**src/rtl/rgb_frame_writer_pkg.sv**
```systemverilog
// Shared definitions for the RGB pipeline: frame-writer FSM states and the
// slot order of channels inside a packed {r,g,b} pixel word.
package rgb_frame_writer_pkg;

    typedef enum logic [1:0] {
        IDLE   = 2'd0,
        ACTIVE = 2'd1,
        DONE   = 2'd2
    } state_t;

    // Channel slot index within a packed pixel; slot 2 occupies the MSBs.
    localparam int unsigned SLOT_R = 2;
    localparam int unsigned SLOT_G = 1;
    localparam int unsigned SLOT_B = 0;

endpackage

```
**src/rtl/rgb_frame_writer_pixel_counter.sv**
```systemverilog
// Row-major pixel position counter: col wraps into row, addr tracks row*COLS+col.
module pixel_counter #(
    parameter int ROWS      = 5,
    parameter int COLS      = 6,
    parameter int ADDR_BITS = 10,
    localparam int COL_BITS = (COLS > 1) ? $clog2(COLS) : 1,
    localparam int ROW_BITS = (ROWS > 1) ? $clog2(ROWS) : 1
) (
    input  logic                 clk,
    input  logic                 reset,
    input  logic                 clr,
    input  logic                 inc,
    output logic [COL_BITS-1:0]  col,
    output logic [ROW_BITS-1:0]  row,
    output logic [ADDR_BITS-1:0] addr,
    output logic                 last
);

    localparam logic [COL_BITS-1:0] COL_MAX = COL_BITS'(COLS - 1);
    localparam logic [ROW_BITS-1:0] ROW_MAX = ROW_BITS'(ROWS - 1);

    assign last = (col == COL_MAX) && (row == ROW_MAX);

    always_ff @(posedge clk or posedge reset) begin
        if (reset) begin
            col  <= '0;
            row  <= '0;
            addr <= '0;
        end else if (clr) begin
            col  <= '0;
            row  <= '0;
            addr <= '0;
        end else if (inc) begin
            if (col == COL_MAX) begin
                col <= '0;
                row <= (row == ROW_MAX) ? '0 : row + ROW_BITS'(1);
            end else begin
                col <= col + COL_BITS'(1);
            end
            addr <= last ? '0 : addr + ADDR_BITS'(1);
        end
    end

endmodule

```
**src/rtl/rgb_frame_writer.sv**
```systemverilog
// Captures one ROWS x COLS frame of filtered RGB pixels after a start pulse and
// writes each packed pixel to the frame buffer one cycle after it is accepted.
module rgb_frame_writer
    import rgb_frame_writer_pkg::*;
#(
    parameter int WIDTH     = 8,
    parameter int ROWS      = 5,
    parameter int COLS      = 6,
    parameter int ADDR_BITS = 10
) (
    input  logic                 clk,
    input  logic                 reset,
    input  logic                 start,
    input  logic [WIDTH-1:0]     r_data_in,
    input  logic [WIDTH-1:0]     g_data_in,
    input  logic [WIDTH-1:0]     b_data_in,
    input  logic                 data_in_done,
    output logic                 mem_we,
    output logic [ADDR_BITS-1:0] mem_addr,
    output logic [3*WIDTH-1:0]   mem_wdata,
    output logic                 busy,
    output logic                 frame_done,
    output logic                 dropped
);

    localparam int COL_BITS = (COLS > 1) ? $clog2(COLS) : 1;
    localparam int ROW_BITS = (ROWS > 1) ? $clog2(ROWS) : 1;

    state_t state, state_next;

    logic                 accept;
    logic                 arm;
    logic                 last;
    logic [COL_BITS-1:0]  col;
    logic [ROW_BITS-1:0]  row;
    logic [ADDR_BITS-1:0] addr;

    assign accept = (state == ACTIVE) && data_in_done;
    assign arm    = (state == IDLE) && start;

    pixel_counter #(
        .ROWS      (ROWS),
        .COLS      (COLS),
        .ADDR_BITS (ADDR_BITS)
    ) u_pixel_counter (
        .clk   (clk),
        .reset (reset),
        .clr   (arm),
        .inc   (accept),
        .col   (col),
        .row   (row),
        .addr  (addr),
        .last  (last)
    );

    // Position is carried by addr; col/row are only needed inside the counter.
    logic unused_pos;
    assign unused_pos = ^{col, row};

    always_comb begin
        state_next = state;
        case (state)
            IDLE:    if (start) state_next = ACTIVE;
            ACTIVE:  if (accept && last) state_next = DONE;
            DONE:    state_next = IDLE;
            default: state_next = IDLE;
        endcase
    end

    always_ff @(posedge clk or posedge reset) begin
        if (reset) state <= IDLE;
        else       state <= state_next;
    end

    // Stray pixels outside ACTIVE win over the clear from an arming start.
    always_ff @(posedge clk or posedge reset) begin
        if (reset) begin
            mem_we    <= 1'b0;
            mem_addr  <= '0;
            mem_wdata <= '0;
            dropped   <= 1'b0;
        end else begin
            mem_we <= accept;
            if (accept) begin
                mem_addr                             <= addr;
                mem_wdata[SLOT_R*WIDTH +: WIDTH]     <= r_data_in;
                mem_wdata[SLOT_G*WIDTH +: WIDTH]     <= g_data_in;
                mem_wdata[SLOT_B*WIDTH +: WIDTH]     <= b_data_in;
            end
            dropped <= (dropped && !arm) || (data_in_done && (state != ACTIVE));
        end
    end

    assign busy       = (state != IDLE);
    assign frame_done = (state == DONE);

endmodule

```
**config.mk**
```make
export PLATFORM = sky130hd
export DESIGN_NAME = rgb_frame_writer
export DESIGN_NICKNAME = d
export VERILOG_FILES = /design/src/rtl/rgb_frame_writer_pkg.sv /design/src/rtl/rgb_frame_writer_pixel_counter.sv /design/src/rtl/rgb_frame_writer.sv
export SDC_FILE = /design/constraint.sdc
export NUM_CORES = 1
export LEC_CHECK = 0
export ABC_AREA = 0
export CAP_MARGIN = 10
export CELL_PAD_IN_SITES_DETAIL_PLACEMENT = 1
export CELL_PAD_IN_SITES_GLOBAL_PLACEMENT = 1
export CORE_ASPECT_RATIO = 0.9
export CORE_UTILIZATION = 35
export CTS_CLUSTER_SIZE = 40
export DETAILED_ROUTE_END_ITERATION = 7
export PLACE_DENSITY_LB_ADDON = 0.15
export SYNTH_ARGS = -nofsm -noshare
export SYNTH_HDL_FRONTEND = slang
export SYNTH_SLANG_ARGS = --single-unit
```
**constraint.sdc**
```tcl
create_clock -name clk -period 1.8 [get_ports clk]
set_clock_uncertainty 0.05 [all_clocks]
set_input_delay 0.27 -clock clk [delete_from_list [all_inputs] [get_ports clk]]
set_output_delay 0.27 -clock clk [all_outputs]
set_load 0.1 [all_outputs]
```
# Word level (Yosys, flattened, before mapping)
# Index checks and enable logic that the tools add are counted.
dict set report word_totals {
  out_inout_bits 38
  wordCells 45
  regBits 54
}
dict set report op_classes {
  reduce_logical 14
  n_addsub 3
  n_eq_ne 7
  n_mux 13
}
# op n
set op_table {}
lappend op_table {{$mux W10} 3}
lappend op_table {{$mux W3} 7}
lappend op_table {{$add A10 B1 Y10 const B} 1}
lappend op_table {{$add A3 B1 Y3 const B} 2}
lappend op_table {{$eq A3 B3 Y1 const B} 2}
lappend op_table {{$logic_and A1 B1 Y1} 6}
lappend op_table {{$reduce_bool A2 Y1} 3}
lappend op_table {{$mux W2} 2}
lappend op_table {{$ne A2 B1 Y1 const B} 2}
lappend op_table {{$pmux W2 S2} 1}
lappend op_table {{$reduce_and A2 Y1} 2}
lappend op_table {{$eq A2 B1 Y1 const B} 1}
lappend op_table {{$eq A2 B2 Y1 const B} 1}
lappend op_table {{$logic_not A2 Y1} 1}
lappend op_table {{$ne A2 B2 Y1 const B} 1}
lappend op_table {{$logic_not A1 Y1} 1}
lappend op_table {{$logic_or A1 B1 Y1} 1}

# Depth between registers and ports, before layout
dict set report logic_depth {
  ltp_word 5
  depth_mapped 6
  depth_no_buf 5
}

# Hierarchy
# From an unflattened synthesis, not the netlist that was laid out.
dict set report hier_totals {
  hier_cells 180
  area_unflattened_um2 2461.1
}
# mod n_inst seq_area_each_um2 area_each_um2 cells_per_inst
set modules_own_cells {}
lappend modules_own_cells {rgb_frame_writer 1 950.9 1576.5 90}
lappend modules_own_cells {pixel_counter 1 400.4 884.6 90}

# Worst setup path before layout
# OpenSTA, ideal clock, no wires.
dict set report synth_path {
  kind {register to output}
  startpoint {register state[0]}
  endpoint {output frame_done}
  arrival_time_ns 1.798
  stages_incl_launch_ff 2
  slack_ns -0.318
  path_cell_list {dfrtp_1 nor2b_1}
}
dict set report synth_between {
  elab_chain_len 1
}
# item line
set synth_rtl {}
lappend synth_rtl {{start: declaration} rgb_frame_writer.sv:29} ;# state_t state, state_next;
lappend synth_rtl {{start signal: assignment} rgb_frame_writer.sv:72} ;# else state <= state_next;
lappend synth_rtl {{$eq A2 B2 Y1} rgb_frame_writer.sv:95} ;# assign frame_done = (state == DONE);
lappend synth_rtl {{end: declaration} rgb_frame_writer.sv:22} ;# output logic frame_done,
# No other way between the ends.

# Worst setup path in the final report
dict set report layout_path {
  startpoint {register state[1]}
  endpoint {register state[0]}
}
dict set report layout_between {
  elab_chain_len 5
  elab_cells_between_ends 8
  classes_between {eq/ne (3); mux (1); reduce/logical (4)}
}
# item line
set layout_rtl {}
lappend layout_rtl {{$eq A2 B1 Y1} {rgb_frame_writer.sv:38, rgb_frame_writer.sv:62}}
lappend layout_rtl {{$logic_and A1 B1 Y1} rgb_frame_writer.sv:38} ;# assign accept = (state == ACTIVE) && data_in_done;
lappend layout_rtl {{$logic_and A1 B1 Y1} rgb_frame_writer.sv:64} ;# ACTIVE: if (accept && last) state_next = DONE;
lappend layout_rtl {{$ne A2 B1 Y1 (no source line)} --}
lappend layout_rtl {{$reduce_and A2 Y1 (no source line)} --}
# Parallel ways exist; a longest one is shown, timed or not.
# A chain may end at the register's enable or synchronous reset.

==> results_dict.tcl <==
set metrics [dict create \
    status "complete, no violations" \
    dr.pass1.iters 4 \
    drc 0 \
    dpl.cell_count 405 \
    cp_slowest_stage_delay_ns 0.45 \
    nNetsFinal 356 \
    cp_slowest_cell "dfrtp_1" \
    clk_latency_ns 0.30 \
    drt_iter0_markers 72 \
    critPathLaunchType "flop" \
    slew-limit-headroom_pct 80.4 \
    stdcell_count 412 \
    ys.flop_type "dfrtp_1" \
    routedWlPerCell_um 14.5 \
    synth_edf_count 0 \
    wirelength_mm 5.96 \
    syn_to_final_growth_pct 57.0 \
    worstPathRequired_ns 1.93 \
    synth_largest_area_cell "dfrtp_1" \
    hpwl_mm 4.36 \
    syn-cell-area_sq_um 2290 \
    cts_tree "yes" \
    drive_gt1_share_pct 19.7 \
    clockBufferDepth 2 \
    core_sq_um 6220 \
    hold_violations 0 \
    grt_pass1_vias 2047 \
    cp_num_buf_inv 1 \
    finalInstanceArea_sq_um 3590 \
    htree_levels 2 \
    clock-sinks 54 \
    min_period_over_period_pct 89.1 \
    place_area_sq_um 3510 \
    ant_nets 0 \
    cts_hold_buf 0 \
    cts-buffers-inserted 5 \
    ir_drop_v 0.000638 \
    cts_root_buf "clkbuf_8" \
    gp_congestion 0.783 \
    r2r_cells 5 \
    overflow 0 \
    fp.dieH_um 78.7 \
    synth_most_common_cell "nand2_1" \
    arrival_ns 1.74 \
    syn_area_per_cell_sq_um 9.26 \
    maxCapViolations 0 \
    setup_tns_ns 0 \
    r2r_start "state[1]" \
    ys_ff_latch 54 \
    end_kind "flop" \
    rows 27 \
    rsz0062_at_grt "false" \
    async_reset_ff_share_pct 100 \
    worst_pin_slew_ns 0.294 \
    cts-resized-gates 0 \
    initial_core_util_pct 36.8 \
    cts_setup_buffers 0 \
    cellLeakagePower_nw 1.74 \
    setup_violations 0 \
    die_w_um 87.2 \
    grt_max_degree 55 \
    vias_per_cell 4.67 \
    crit_family "simple AND/OR/NAND/NOR gates" \
    crit_fanout 7 \
    syn_nets 278 \
    fmax_mhz 623 \
    min_period_ns 1.60 \
    synth_common_cells "nand2_1 (110), dfrtp_1 (54), a21oi_1 (10), nor2_1 (9)" \
    via_count 1923 \
    finalPower_mw 5.03 \
    crit_cells 5 \
    antenna_found_initial 0 \
    synthTopCellsByArea "dfrtp_1 (59%), nand2_1 (18%), a21oi_1 (2.2%)" \
    min_path_type "in -> async" \
    powerDensity_nw_per_um2 1400 \
    synth_cells 247 \
    die_area_sq_um 6870 \
    pre_cts_ws_ns 0.0000679 \
    cp-startpoint "state[1]" \
    yosysWarnings 0 \
    setup_ws_ns 0.196 \
    boundaryPins 66 \
    port_buffers 65 \
    path_clk_slew_ns 0.09 \
    antenna_cells 0 \
    r2r_end "state[0]" \
    yosysSeqAreaShare_pct 59.0 \
    rrSetupSlack_ns 0.20 \
    path_cells "nand3b_2 > buf_4 > nor2_1 > and3_1 > o21ai_0" \
    slew_viol_final 0 \
    synth_cell_type_count 35 \
    grt_pass1_wl_mm 10.2 \
    worstSetupPathType "reg -> reg" \
    gr-usage-all-layers_pct 19.1 \
    synth_top_area_share_pct 59.0 \
]
-- per-layer routing --
metal | vias to the layer above | global-route usage [%] | wire [um]
li1 | 957 | - | -
met1 | 931 | 24.3 | 2630
met2 | 30 | 34.1 | 3100
met3 | 5 | 3.53 | 192
met4 | 0 | 3.44 | 39
met5 | - | 0 | 0
-- registers in the layout, indices dropped and copies added, names as in the netlist --
name,cells
mem_we,1
mem_wdata,24
u_pixel_counter.col,3
dropped,1
u_pixel_counter.addr,10
mem_addr,10
u_pixel_counter.row,3
state,2
-- how the worst max path moves through the flow --
stage / to / slack [ns]
floorplan: dropped / 0.17
global placement: u_pixel_counter.addr[6] / 0.1
detailed placement: state[0] / 0.00007
CTS: state[0] / 0.18
global route: state[0] / 0.05
finish: state[0] / 0.20
-- metrics by stage --
stage          utilization [%]  hold WS, ns
3_5_place_dp              56.5        0.456
3_3_place_gp              56.5        0.441
2_1_floorplan                -        0.325
6_report                  57.8        0.285
5_1_grt                   57.8        0.328
4_1_cts                   57.8        0.290
-- cell families after synthesis --
kind of cell | count (synthesis) | share of synthesized area [%]
and+or+nand+nor | 142 | 26.4
adders and majority gates | 3 | 1.64
AOI/OAI and AO/OA | 29 | 8.37
buffers and inverters | 15 | 2.90
DFF | 54 | 59.0
muxes | 2 | 0.875
xor gates and xnor gates | 2 | 0.766
-- cell type report --
class                      instances  area [sq um]
timing repair buffer              80          1160
clock buffer                       6          72.6
tap                               87           109
sequential                        54          1350
multi-input combinational        178           873
inverter                           6          22.5
fill                             682          2620
clock inverter                     1          7.51
-- placed cells by master (no fill, tap or decap), drive strengths merged --
| cell | Yosys | routed |
|---|---|---|
| nor2 | 9 | 9 |
| nand2b | 2 | 2 |
| clkinvlp | 0 | 1 |
| clkdlybuf4s50 | 0 | 27 |
| nor3 | 1 | 1 |
| a22o | 3 | 3 |
| a41oi | 1 | 1 |
| mux2i | 2 | 2 |
| o22a | 1 | 1 |
| inv | 6 | 6 |
| nand4b | 1 | 1 |
| ha | 3 | 3 |
| a21oi | 10 | 10 |
| nand3 | 5 | 5 |
| buf | 7 | 53 |
| nand4 | 3 | 3 |
| nand2 | 110 | 110 |
| a21bo | 1 | 1 |
| and3 | 2 | 2 |
| o31ai | 2 | 2 |
| o21ai | 3 | 3 |
| xnor2 | 2 | 2 |
| and2 | 1 | 1 |
| clkbuf | 2 | 6 |
| dfrtp | 54 | 54 |
| nand3b | 3 | 3 |
| a31oi | 7 | 7 |
| and3b | 1 | 1 |
| nor2b | 1 | 1 |
| nor3b | 2 | 2 |
| o211ai | 1 | 1 |
| or4 | 1 | 1 |
-- worst min-delay path: stages --
cell             delay, ns
clkdlybuf4s50_1       0.41
inv_2                 0.07
buf_12                0.28
-- report_power, final --
group | switching (mW) | leakage [nW] | total (mW) | internal, mW
combinational | 1.65 | 1.02 | 2.59 | 0.945
sequential | 0.312 | 0.682 | 1.79 | 1.48
clock | 0.383 | 0.0373 | 0.651 | 0.268
total | 2.34 | 1.74 | 5.03 | 2.69
(Power assumes the default switching activity.)
